<file path="src/rtl/y_enhance_pkg.sv">
// y_enhance_pkg: shared width default, FSM encoding and rounding constant
package y_enhance_pkg;
  localparam int PIX_W_DEF = 8;
  localparam int RND = 2;
  typedef enum logic [1:0] {IDLE, FILL, RUN, FLUSH} state_t;
endpackage

</file>
<file path="src/rtl/y_enhance_if.sv">
// y_enhance_if: pixel stream in/out handshake bundle
interface y_enhance_if
  import y_enhance_pkg::*;
#(
  parameter int PIX_W = PIX_W_DEF
);
  logic             in_valid;
  logic             in_ready;
  logic [PIX_W-1:0] in_y;
  logic             in_sol;
  logic             in_eol;
  logic             out_valid;
  logic             out_ready;
  logic [PIX_W-1:0] out_y;
  logic             out_sol;
  logic             out_eol;
  modport slave (
    input  in_valid, in_y, in_sol, in_eol, out_ready,
    output in_ready, out_valid, out_y, out_sol, out_eol
  );
  modport master (
    output in_valid, in_y, in_sol, in_eol, out_ready,
    input  in_ready, out_valid, out_y, out_sol, out_eol
  );
endinterface

</file>
<file path="src/rtl/y_enhance_calc.sv">
// y_enhance_calc: 3-tap unsharp enhancement of one luma sample
module y_enhance_calc
  import y_enhance_pkg::*;
#(
  parameter int PIX_W = PIX_W_DEF
) (
  input  logic [PIX_W-1:0] i_prev,
  input  logic [PIX_W-1:0] i_cur,
  input  logic [PIX_W-1:0] i_next,
  input  logic [7:0]       i_th,
  input  logic             i_bypass,
  output logic [PIX_W-1:0] o_y
);
  logic        [PIX_W+1:0] w_avg;
  logic        [PIX_W+1:0] w_mag;
  logic signed [PIX_W+1:0] w_diff;
  logic signed [PIX_W+1:0] w_sum;
  assign w_avg  = ({2'b0, i_prev} + {1'b0, i_cur, 1'b0} + {2'b0, i_next} + (PIX_W+2)'(RND)) >> 2;
  assign w_diff = $signed({2'b0, i_cur}) - $signed(w_avg);
  assign w_mag  = w_diff[PIX_W+1] ? $unsigned(-w_diff) : $unsigned(w_diff);
  // cur + diff spans -(2^PIX_W-1)..2*(2^PIX_W-1): sign bit means underflow, bit PIX_W overflow
  assign w_sum  = $signed({2'b0, i_cur}) + w_diff;
  assign o_y    = (i_bypass || (32'(w_mag) <= 32'(i_th))) ? i_cur :
                  w_sum[PIX_W+1] ? '0 :
                  w_sum[PIX_W]   ? '1 : w_sum[PIX_W-1:0];
endmodule

</file>
<file path="src/rtl/y_enhance_core.sv">
// y_enhance_core: line-aware luma sharpening with a 3-pixel window and registered output
module y_enhance_core
  import y_enhance_pkg::*;
#(
  parameter int PIX_W = PIX_W_DEF
) (
  input  logic       clk,
  input  logic       rst,
  input  logic       bypass,
  input  logic [7:0] diff_threshold,
  y_enhance_if.slave s
);
  state_t           r_state;
  logic [PIX_W-1:0] r_prev;
  logic [PIX_W-1:0] r_cur;
  logic             r_first;
  logic             r_byp;
  logic [7:0]       r_th;
  logic             r_ov;
  logic [PIX_W-1:0] r_oy;
  logic             r_os;
  logic             r_oe;
  logic             w_free;
  logic             w_acc;
  logic             w_emit;
  logic [PIX_W-1:0] w_next;
  logic [PIX_W-1:0] w_out;
  assign w_free      = !r_ov || s.out_ready;
  assign s.in_ready  = (r_state != FLUSH) && w_free;
  assign w_acc       = s.in_valid && s.in_ready;
  assign w_emit      = (r_state == FLUSH && w_free) || (w_acc && (r_state == FILL || r_state == RUN));
  // the last pixel of a line reuses itself as its right neighbour
  assign w_next      = (r_state == FLUSH) ? r_cur : s.in_y;
  assign s.out_valid = r_ov;
  assign s.out_y     = r_oy;
  assign s.out_sol   = r_os;
  assign s.out_eol   = r_oe;
  y_enhance_calc #(.PIX_W(PIX_W)) u_calc (
    .i_prev  (r_prev),
    .i_cur   (r_cur),
    .i_next  (w_next),
    .i_th    (r_th),
    .i_bypass(r_byp),
    .o_y     (w_out)
  );
  always_ff @(posedge clk or negedge rst) begin
    if (!rst) begin
      r_state <= IDLE;
      r_prev  <= '0;
      r_cur   <= '0;
      r_first <= 1'b0;
      r_byp   <= 1'b0;
      r_th    <= '0;
      r_ov    <= 1'b0;
      r_oy    <= '0;
      r_os    <= 1'b0;
      r_oe    <= 1'b0;
    end else begin
      if (w_emit) begin
        r_ov <= 1'b1;
        r_oy <= w_out;
        r_os <= r_first;
        r_oe <= r_state == FLUSH;
      end else if (s.out_ready) begin
        r_ov <= 1'b0;
      end
      if (w_acc) begin
        r_prev  <= (r_state == IDLE) ? s.in_y : r_cur;
        r_cur   <= s.in_y;
        r_first <= r_state == IDLE;
        r_state <= s.in_eol ? FLUSH : (r_state == IDLE) ? FILL : RUN;
        if (r_state == IDLE) begin
          r_byp <= bypass;
          r_th  <= diff_threshold;
        end
      end else if (r_state == FLUSH && w_free) begin
        r_state <= IDLE;
      end
    end
  end
endmodule

</file>
<file path="src/flat_wrapper.sv">
// flat-port wrapper written by rule: the top's interface ports become plain ports
module y_enhance_core_flat import y_enhance_pkg::*;
#(
  parameter int PIX_W = PIX_W_DEF
)
  (clk, rst, bypass, diff_threshold, s_in_valid, s_in_y, s_in_sol, s_in_eol, s_out_ready, s_in_ready, s_out_valid, s_out_y, s_out_sol, s_out_eol);
  y_enhance_if #(.PIX_W(PIX_W)) s_i ();
  input  logic clk;
  input  logic rst;
  input  logic bypass;
  input  logic [7:0] diff_threshold;
  input wire logic [$bits(s_i.in_valid)-1:0] s_in_valid;
  input wire logic [$bits(s_i.in_y)-1:0] s_in_y;
  input wire logic [$bits(s_i.in_sol)-1:0] s_in_sol;
  input wire logic [$bits(s_i.in_eol)-1:0] s_in_eol;
  input wire logic [$bits(s_i.out_ready)-1:0] s_out_ready;
  output wire logic [$bits(s_i.in_ready)-1:0] s_in_ready;
  output wire logic [$bits(s_i.out_valid)-1:0] s_out_valid;
  output wire logic [$bits(s_i.out_y)-1:0] s_out_y;
  output wire logic [$bits(s_i.out_sol)-1:0] s_out_sol;
  output wire logic [$bits(s_i.out_eol)-1:0] s_out_eol;
  assign s_i.in_valid = s_in_valid;
  assign s_i.in_y = s_in_y;
  assign s_i.in_sol = s_in_sol;
  assign s_i.in_eol = s_in_eol;
  assign s_i.out_ready = s_out_ready;
  assign s_in_ready = s_i.in_ready;
  assign s_out_valid = s_i.out_valid;
  assign s_out_y = s_i.out_y;
  assign s_out_sol = s_i.out_sol;
  assign s_out_eol = s_i.out_eol;
  y_enhance_core #(.PIX_W(PIX_W)) u_core (.clk(clk), .rst(rst), .bypass(bypass), .diff_threshold(diff_threshold), .s(s_i));
endmodule
</file>
<file path="config.mk">
export PLATFORM = sky130hd
export DESIGN_NAME = y_enhance_core_flat
export DESIGN_NICKNAME = d
export VERILOG_FILES = /design/src/rtl/y_enhance_pkg.sv /design/src/rtl/y_enhance_if.sv /design/src/rtl/y_enhance_calc.sv /design/src/rtl/y_enhance_core.sv /design/src/flat_wrapper.sv
export SDC_FILE = /design/constraint.sdc
export NUM_CORES = 1
export LEC_CHECK = 0
export CAP_MARGIN = 10
export CORE_ASPECT_RATIO = 2
export CORE_MARGIN = 1
export CORE_UTILIZATION = 50
export DETAILED_ROUTE_END_ITERATION = 10
export GPL_TIMING_DRIVEN = 0
export HOLD_SLACK_MARGIN = 0.1
export PLACE_DENSITY = 0.72
export RECOVER_POWER = 25
export SLEW_MARGIN = 10
export SYNTH_ARGS = -nofsm -noshare
export SYNTH_HDL_FRONTEND = slang
export SYNTH_SLANG_ARGS = --single-unit
export TNS_END_PERCENT = 1
</file>
<file path="constraint.sdc">
create_clock -name clk -period 9.5 [get_ports clk]
set_clock_uncertainty 0.15 [all_clocks]
set_input_delay 2.85 -clock clk [delete_from_list [all_inputs] [get_ports clk]]
set_output_delay 2.85 -clock clk [all_outputs]
set_load 0.05 [all_outputs]
</file>
Word level (Yosys, flattened, before mapping)
Cells that the tools add are included.

Bits in registers: 39. Input port bits: 23. Output and inout bits: 12. Logic and storage cells: 46.

Add/subtract/negate cells: 6. Magnitude comparators: 1. Equality and inequality tests: 4. Multiplexer cells: 12. Reduce and logical (&&, ||, !) cells: 13.

Operator list (number): 8-bit 2-to-1 mux (5); 10-bit by 2-bit adder with 10-bit output (second input constant) (1); 10-bit by 8-bit adder with 10-bit output (1); 8-bit by 9-bit adder with 10-bit output (1); 9-bit by 9-bit adder with 10-bit output (1); 10-bit by 8-bit less-or-equal comparator with 1-bit output (1); 10-bit 2-to-1 mux (1); 9-bit negator with 10-bit output (1); 8-bit by 8-bit subtractor with 9-bit output (1); 2-bit 2-to-1 mux (4); 2-bit == test (second input constant) (2); 1-bit logical AND (4); 1-bit logical OR (4); 2-bit nonzero test (2); 2-bit by 1-bit == test with 1-bit output (second input constant) (1); 2-bit logical NOT (1); 1-bit 2-to-1 mux (2); 2-bit inequality test (second input constant) (1); 2-bit AND reduction (1); 1-bit logical NOT (1).

Logic depth before layout (Yosys ltp)
Gate-level depths: netlist of run 1.

Word-level depth: 10. Mapped depth: 30. Mapped depth without buffers: 27.

By module
From an unflattened synthesis of run 1, not the netlist that was laid out.

Cell total of the unflattened synthesis: 354. Area total of the unflattened synthesis: 3437.0 um2.

Modules (own cells, without submodules): y_enhance_core (times used 1, cells an instance 128, area an instance 1721.7 um2, seq. area each 975.9 um2); y_enhance_calc (times used 1, cells an instance 226, area an instance 1715.4 um2, seq. area each 0.0 um2).

Worst setup path before layout of run 1
Ideal clock, no wire load.

Kind: input to register. Start: input s_in_y[2]. End: register u_core.r_oy[3], in the netlist u_core.s.out_y[3]. Setup time: 0.126 ns. Arrival time: 7.976 ns. Required time: 9.224 ns. Slack: 1.248 ns. Cell stages on the path: 27. Buffers on the path: 2. Cell sequence: mux2i_1 > fa_1 > inv_1 > ha_1 > a21oi_1 > o21bai_1 > a21oi_1 > inv_1 > a21oi_1 > xor2_1 > ha_1 > a21o_1 > a21o_1 > o211a_1 > a211o_1 > buf_4 > nor2_1 > xor2_1 > ha_1 > a21o_1 > a21o_1 > a221oi_1 > o21ai_0 > a41oi_2 > buf_6 > a2111oi_2 > a221o_1.

Cells in the longest elaborated chain, start to end: 9. Elaborated cells between the ends (all ways): 12. Classes of those cells: 5 x add/sub; 1 x order compare; 5 x mux; 1 x reduce/logical.

RTL lines: start, declared (RTL line flat_wrapper.sv:13) `input wire logic [$bits(s_i.in_y)-1:0] s_in_y;`; 8-bit 2-to-1 mux * (RTL line y_enhance_core.sv:33) `assign w_next = (r_state == FLUSH) ? r_cur : s.in_y;`; 10-bit by 8-bit adder with 10-bit output * (RTL line y_enhance_calc.sv:18) `assign w_avg = ({2'b0, i_prev} + {1'b0, i_cur, 1'b0} + {2'b0, i_next} + (PIX_W+2)'(RND)) >> 2;`; 10-bit by 2-bit adder with 10-bit output * (RTL line y_enhance_calc.sv:18); 8-bit by 8-bit subtractor with 9-bit output * (RTL line y_enhance_calc.sv:19) `assign w_diff = $signed({2'b0, i_cur}) - $signed(w_avg);`; 9-bit negator with 10-bit output (RTL line y_enhance_calc.sv:20) `assign w_mag = w_diff[PIX_W+1] ? $unsigned(-w_diff) : $unsigned(w_diff);`; 10-bit 2-to-1 mux (RTL line y_enhance_calc.sv:20); 10-bit by 8-bit less-or-equal comparator with 1-bit output (RTL line y_enhance_calc.sv:23) `assign o_y = (i_bypass || (32'(w_mag) <= 32'(i_th))) ? i_cur :`; 1-bit logical OR (RTL line y_enhance_calc.sv:23); 8-bit 2-to-1 mux * (RTL line y_enhance_calc.sv:23); end signal, assigned (RTL line y_enhance_core.sv:61) `r_oy <= w_out;`; end, declared (RTL line y_enhance_core.sv:20) `logic [PIX_W-1:0] r_oy;`.

Mark *: on every way between the ends. The rest lies on a longest branch, timed or not. A chain may end at the register's enable or synchronous reset.

Worst setup path in the final report of run 1
Start: input s_in_y[2]. End: register u_core.r_oy[4], in the netlist u_core.s.out_y[4].

The elaborated chain is that of the path after synthesis.

==> run summary, run 1 <==
Yosys warnings = 0
Die width = 60.0 um
FF+latch area = 976 um^2
H-tree levels = 2
Crit share post-route = 0.952
Largest net degree at the start of global routing = 28
Share of post-route cells with drive strength above 1 = 0.0980
Final setup violation count = 0
Synth cell types = 53
Most frequent cells in the layout = dfrtp_1, ha_1, inv_1, clkdlybuf4s50_1, a21oi_1
# diodes = 0
Initial drt markers = 54
Top post-synthesis cells by area = dfrtp_1, ha_1, mux2_2
Adder-cell share of the synthesized area = 0.185
Fin. Hold Viols = 0
Vias in the first global route = 2949
Number of synthesized flops with an enable pin = 0
Status = finished clean
Crit path DAT = 9.06 ns
HP Class = flop to flop
1st-pass router iterations = 4
Die height = 118 um
Drt wl/cell = 16.0 um
Placeable Area = 0.00657 mm^2
Post-Synth XOR/XNOR Area = 0.0620
Clk_lat worst skew = 0.29 ns
# fillers = 581
Area occupied by multi-input gates = 0.00223 mm^2
CTS Buf Count = 5
Min cycle time layout = 9.04 ns
DRC viols = 0
Startpoint types = primary input
DP HPWL = 6390 um
Initial Util = 0.513
Crit-path slowest cell = fa_1
Top-Level Pins = 35
F_max = 0.111 GHz
GRT Overall Usage = 0.251
Slew HR = 0.0113
CP Class = primary input to flop
Vias post-DR = 2779
Synth Register Bits = 39
Antenna violations before repair = 0
Placement Rows = 42
# nets final = 465
Vias per inst = 5.72
Reg clk slew, reported paths = 0.06 ns
Top FF cell, synth = dfrtp_1
Ys async rst share = 1.00
Avg Inst Size Synth = 9.46 um^2
Area grow syn2layout = 17.5%
Final ANT Viol Nets = 0
Synth top area share = 0.290
Cell accounting for the most synthesized area = dfrtp_1
Placement Setup Slack = -0.0440 ns
Gpl congestion = 0.917
Die Area = 0.00709 mm^2
Syn Nets = 424
Clock tree buffer depth = 2
Most used cell, CP = a21o_1
RSZ-0062 raised after global routing = false
Sequential area share after synthesis = 0.290
First-pass GRT wire length = 13200 um
Pins Over Slew Limit = 0
CTS tree = built
Cells after Synth = 356
Mapped Area = 0.00337 mm^2
Final WS setup = 0.457 ns
Hold_buf cts = 0
Total length of routed wires = 7770 um
Max Cap Viol = 0
Num Clock Sinks = 39
Grt ovf = 0
Multiplexer share of the synthesized area = 0.0996
Largest family of logic cells by synthesized area = compound AO/OA/AOI/OAI gates
CP max FO = 10
Measured slew at the worst slew-check pin = 1.48 ns
Compound-cell area share of the yosys netlist = 0.199
Fin util = 0.602
Simple logic cell fraction of the synthesized area = 0.113
Crit path capture type = flop
Setup TNS = 0 ns
Leading cell type in the layout, fill and taps excluded = dfrtp_1
Buffers on Ports = 33
Worst path max stage delay = 0.50 ns
Worst Path Required = 9.52 ns
CTS Root Buffer Type = clkbuf_16
timing repair:
| action | CTS | global route |
|---|---|---|
| setup buffers | 0 | 0 |
| endpoints found under the setup margin | 0 | 6 |
| gates resized for setup | 0 | 3 |
path summary, 6_finish.rpt:
kind | slack [ns] | cells after the start | start | endpoint
min reg2reg | 0.33 | 2 | u_core.s.out_eol | u_core.s.out_eol
max in group asynchronous | 4.97 | 2 | rst | u_core.r_cur[7]
max reg2reg | 2.28 | 29 | u_core.r_state[0] | u_core.s.out_y[4]
min | 0.33 | 2 | u_core.s.out_eol | u_core.s.out_eol
min in group asynchronous | 2.42 | 1 | rst | u_core.r_th[4]
max | 0.46 | 28 | s_in_y[2] | u_core.s.out_y[4]
stage by stage:
| stage | hold WS, ns | std cells | cell area (um^2) |
|---|---|---|---|
| floorplan | 0.329 | 356 | 3370 |
| global placement | 0.309 | 477 | 3810 |
| detailed placement | 0.317 | 478 | 3820 |
| CTS | 0.333 | 486 | 3970 |
| global route | 0.366 | 486 | 3960 |
| finish | 0.325 | 486 | 3960 |
kinds of logic (layout without fill, tap and decap cells):
| group | Yosys count | in the layout |
|---|---|---|
| DFF | 39 | 39 |
| buffers and inverters | 43 | 85 |
| AOI/OAI and AO/OA | 99 | 99 |
| xor gates and xnor gates | 23 | 23 |
| and+or+nand+nor | 76 | 76 |
| adders and majority gates | 45 | 45 |
| muxes | 31 | 31 |
sequential cells by signal, indices dropped and copies added, names as in the netlist:
name,flops
u_core.s.out_valid,1
u_core.r_state,2
u_core.r_byp,1
u_core.r_prev,8
u_core.r_th,8
u_core.r_cur,8
u_core.s.out_eol,1
u_core.r_first,1
u_core.s.out_sol,1
u_core.s.out_y,8
synthesized netlist by cell type (2+ instances only):
cell type and number:
clkbuf_1 6, a31oi_1 6, o31ai_1 2, inv_1 34
a211oi_1 3, o21ai_1 9, mux2_1 4, xnor2_1 9
xor2_1 13, nand2b_1 5, nand3_1 3, o21a_1 3
a221oi_1 2, fa_1 8, nor2b_1 6, and4_1 2
a21o_1 9, nand2_1 15, a2111o_1 2, and2_1 9
nor3_1 2, mux2_2 16, ha_1 37, a21oi_1 31
mux2i_1 11, dfrtp_1 39, a2111oi_2 2, nor2_1 27
o21ai_0 11, a221o_1 2, o21bai_1 6
final cells by class:
type / count / share of cell area
inverters: 34 / 0.0323
clock inverters: 2 / 0.00316
clock buffers: 6 / 0.0326
flip-flops and latches: 39 / 0.247
plain buffers: 9 / 0.0114
well taps: 88 / 0.0278
multi-input cells: 274 / 0.563
repair buffers: 34 / 0.0829
routing by layer:
metal	track usage	part of all wire
met5	0	0
met3	0.0352	0.020
met1	0.251	0.35
met4	0.161	0.071
met2	0.450	0.56
critical path, delay by kind of cell:
| kind | cells | cell delay, ns |
|---|---|---|
| AOI/OAI and AO/OA | 15 | 3.28 |
| adders and majority gates | 4 | 1.38 |
| buffers and inverters | 5 | 0.99 |
| xor gates and xnor gates | 2 | 0.33 |
| and+or+nand+nor | 1 | 0.13 |
| muxes | 1 | 0.10 |
Power of run 1 is left out: the tool's default activity adds up to more than one toggle a clock period on the data nets, which glitch-free logic cannot reach.
==> run 2: changes to the inputs <==
Settings changed: CAP_MARGIN 10 to 20, CORE_UTILIZATION 50 to 55, PLACE_DENSITY 0.72 to 0.78.
==> run 2 against run 1 <==
Non-clock buffer count is the same. Via count shrank 0.40%. Critical path depth is the same. Worst hold slack gained 0.023 ns. Routed wire length grew 1.7%. Highest routed layer unchanged. Die area shrank 8.9%. Register-to-register slack lost 0.04 ns. Core utilization grew 6.6 points. The run now ends with capacitance limit, slew limit left. Global-route usage grew 2.3 points. Design area grew 0.60%.
==> run summary, run 2 (synthesized netlist as in run 1, its figures left out) <==
Status = complete, but fails checks (was finished clean)
Failing checks = capacitance limit, slew limit
Min cycle time layout = 9.10 ns (was 9.04 ns)
Worst Hold Path EP = u_core.s.out_eol (unchanged)
Area occupied by multi-input gates = 0.00223 mm^2 (unchanged)
Grt ovf = 0 (unchanged)
RSZ-0062 raised after global routing = false (unchanged)
R2r startpoint = u_core.r_state[1] (was u_core.r_state[0])
Crit path capture type = flop (unchanged)
CTS Root Buffer Type = clkbuf_16 (unchanged)
Pins Over Slew Limit = 29 (was 0)
H-tree levels = 2 (unchanged)
Fin. Hold Viols = 0 (unchanged)
Placed Cells = 453 (was 478)
CTS Buf Count = 5 (unchanged)
Initial Util = 0.566 (was 0.513)
Most frequent cells in the layout = dfrtp_1, ha_1, inv_1, clkdlybuf4s50_1, a21oi_1 (unchanged)
Fin util = 0.668 (was 0.602)
Hold depth = 2 (unchanged)
Clk_lat worst skew = 0.29 ns (about the same)
Crit-path slowest cell = fa_1 (unchanged)
DRC viols = 0 (unchanged)
Clock tree buffer depth = 2 (unchanged)
Leading cell type in the layout, fill and taps excluded = dfrtp_1 (unchanged)
Antenna violations before repair = 0 (unchanged)
Worst path max stage delay = 0.51 ns (was 0.50 ns)
Area grow syn2layout = 18.2% (was 17.5%)
PostCTS Resize Cnt = 0 (unchanged)
Gpl congestion = 0.923 (was 0.917)
CP Class = primary input to flop (unchanged)
First-pass GRT wire length = 13300 um (was 13200 um)
Die height = 113 um (was 118 um)
GRT Overall Usage = 0.274 (was 0.251)
Num Clock Sinks = 39 (unchanged)
Die width = 57.3 um (was 60.0 um)
Most used cell, CP = a21o_1 (unchanged)
DP HPWL = 6290 um (was 6390 um)
Crit path DAT = 9.13 ns (was 9.06 ns)
WHS = 0.348 ns (was 0.325 ns)
Placeable Area = 0.00596 mm^2 (was 0.00657 mm^2)
F_max = 0.110 GHz (was 0.111 GHz)
Buffers on Ports = 33 (unchanged)
CP max FO = 10 (unchanged)
Hold_buf cts = 0 (unchanged)
1st-pass router iterations = 4 (unchanged)
FF+latch area = 976 um^2 (unchanged)
Measured slew at the worst slew-check pin = 1.53 ns (was 1.48 ns)
Drt wl/cell = 17.1 um (was 16.0 um)
Placement Rows = 40 (was 42)
Max Cap Viol = 1 (was 0)
Final setup violation count = 0 (unchanged)
Crit-path leading delay family = compound AO/OA/AOI/OAI gates (unchanged)
CP bufs+invs = 5 (unchanged)
Hold_sp = u_core.s.out_eol (unchanged)
Crit share post-route = 0.958 (was 0.952)
Share of post-route cells with drive strength above 1 = 0.101 (was 0.0980)
Vias post-DR = 2768 (was 2779)
Die Area = 0.00646 mm^2 (was 0.00709 mm^2)
Vias in the first global route = 2872 (was 2949)
Slew HR = -0.0200 (was 0.0113)
# fillers = 498 (was 581)
# nets final = 465 (unchanged)
Non-filler instance count after layout = 461 (was 486)
Largest net degree at the start of global routing = 29 (was 28)
Final ANT Viol Nets = 0 (unchanged)
Worst Path Required = 9.52 ns (about the same)
Post-CTS Setup Inserts = 0 (unchanged)
FF-to-FF End = u_core.s.out_y[4] (unchanged)
Reg2Reg Setup Slack = 2.24 ns (was 2.28 ns)
# diodes = 0 (unchanged)
Vias per inst = 6.00 (was 5.72)
Startpoint types = primary input (unchanged)
Total length of routed wires = 7900 um (was 7770 um)
Initial drt markers = 82 (was 54)
CTS tree = built (unchanged)
Reg clk slew, reported paths = 0.06 ns (about the same)
HP Class = flop to flop (unchanged)
Top-Level Pins = 35 (unchanged)
R2R cell count = 29 (unchanged)
## run 2: layout make-up
type                    instances  area share
plain buffers                   9      0.0113
multi-input cells             274       0.560
repair buffers                 34      0.0824
clock buffers                   5      0.0314
well taps                      63      0.0198
inverters                      34      0.0321
clock inverters                 3      0.0179
flip-flops and latches         39       0.245
## run 2: worst max-delay path by stage
stage,from,end,slack (ns),cells after the start
2_1_floorplan,s_in_y[2],u_core.s.out_y[3],1.25,27
3_3_place_gp,s_in_y[2],u_core.s.out_y[4],0.1,28
3_5_place_dp,s_in_y[2],u_core.s.out_y[3],-0.03,28
6_report,s_in_y[2],u_core.s.out_y[4],0.40,28
4_1_cts,s_in_y[2],u_core.s.out_y[4],0.24,28
5_1_grt,s_in_y[2],u_core.s.out_y[4],0.02,28
## run 2: routing by layer
metal  vias to the layer above  wire length [um]  track usage
met5                         -                 0            0
met4                         0               433        0.166
met3                        33               229       0.0426
met2                        71              4490        0.516
met1                      1324              2740        0.267
li1                       1340                 -            -
## run 2: worst register-to-register path: cells and delay by family (launching register included)
kind	cells	cell delay [ns]
buf+inv	4	0.98
mux	1	0.41
compound gates	16	3.53
xor+xnor	2	0.33
fa+ha+maj	5	1.25
simple gates	1	0.14
flops	1	0.37
## run 2: through the flow
stage | setup TNS, ns | setup WS [ns] | instance area [um^2]
after floorplan | 0 | 1.25 | 3370
after global placement | 0 | 0.0994 | 3780
after detailed placement | -0.0457 | -0.0270 | 3790
after CTS | 0 | 0.236 | 3990
after global routing | 0 | 0.0214 | 3980
final | 0 | 0.397 | 3980
Power of run 2 is left out for the same reason.
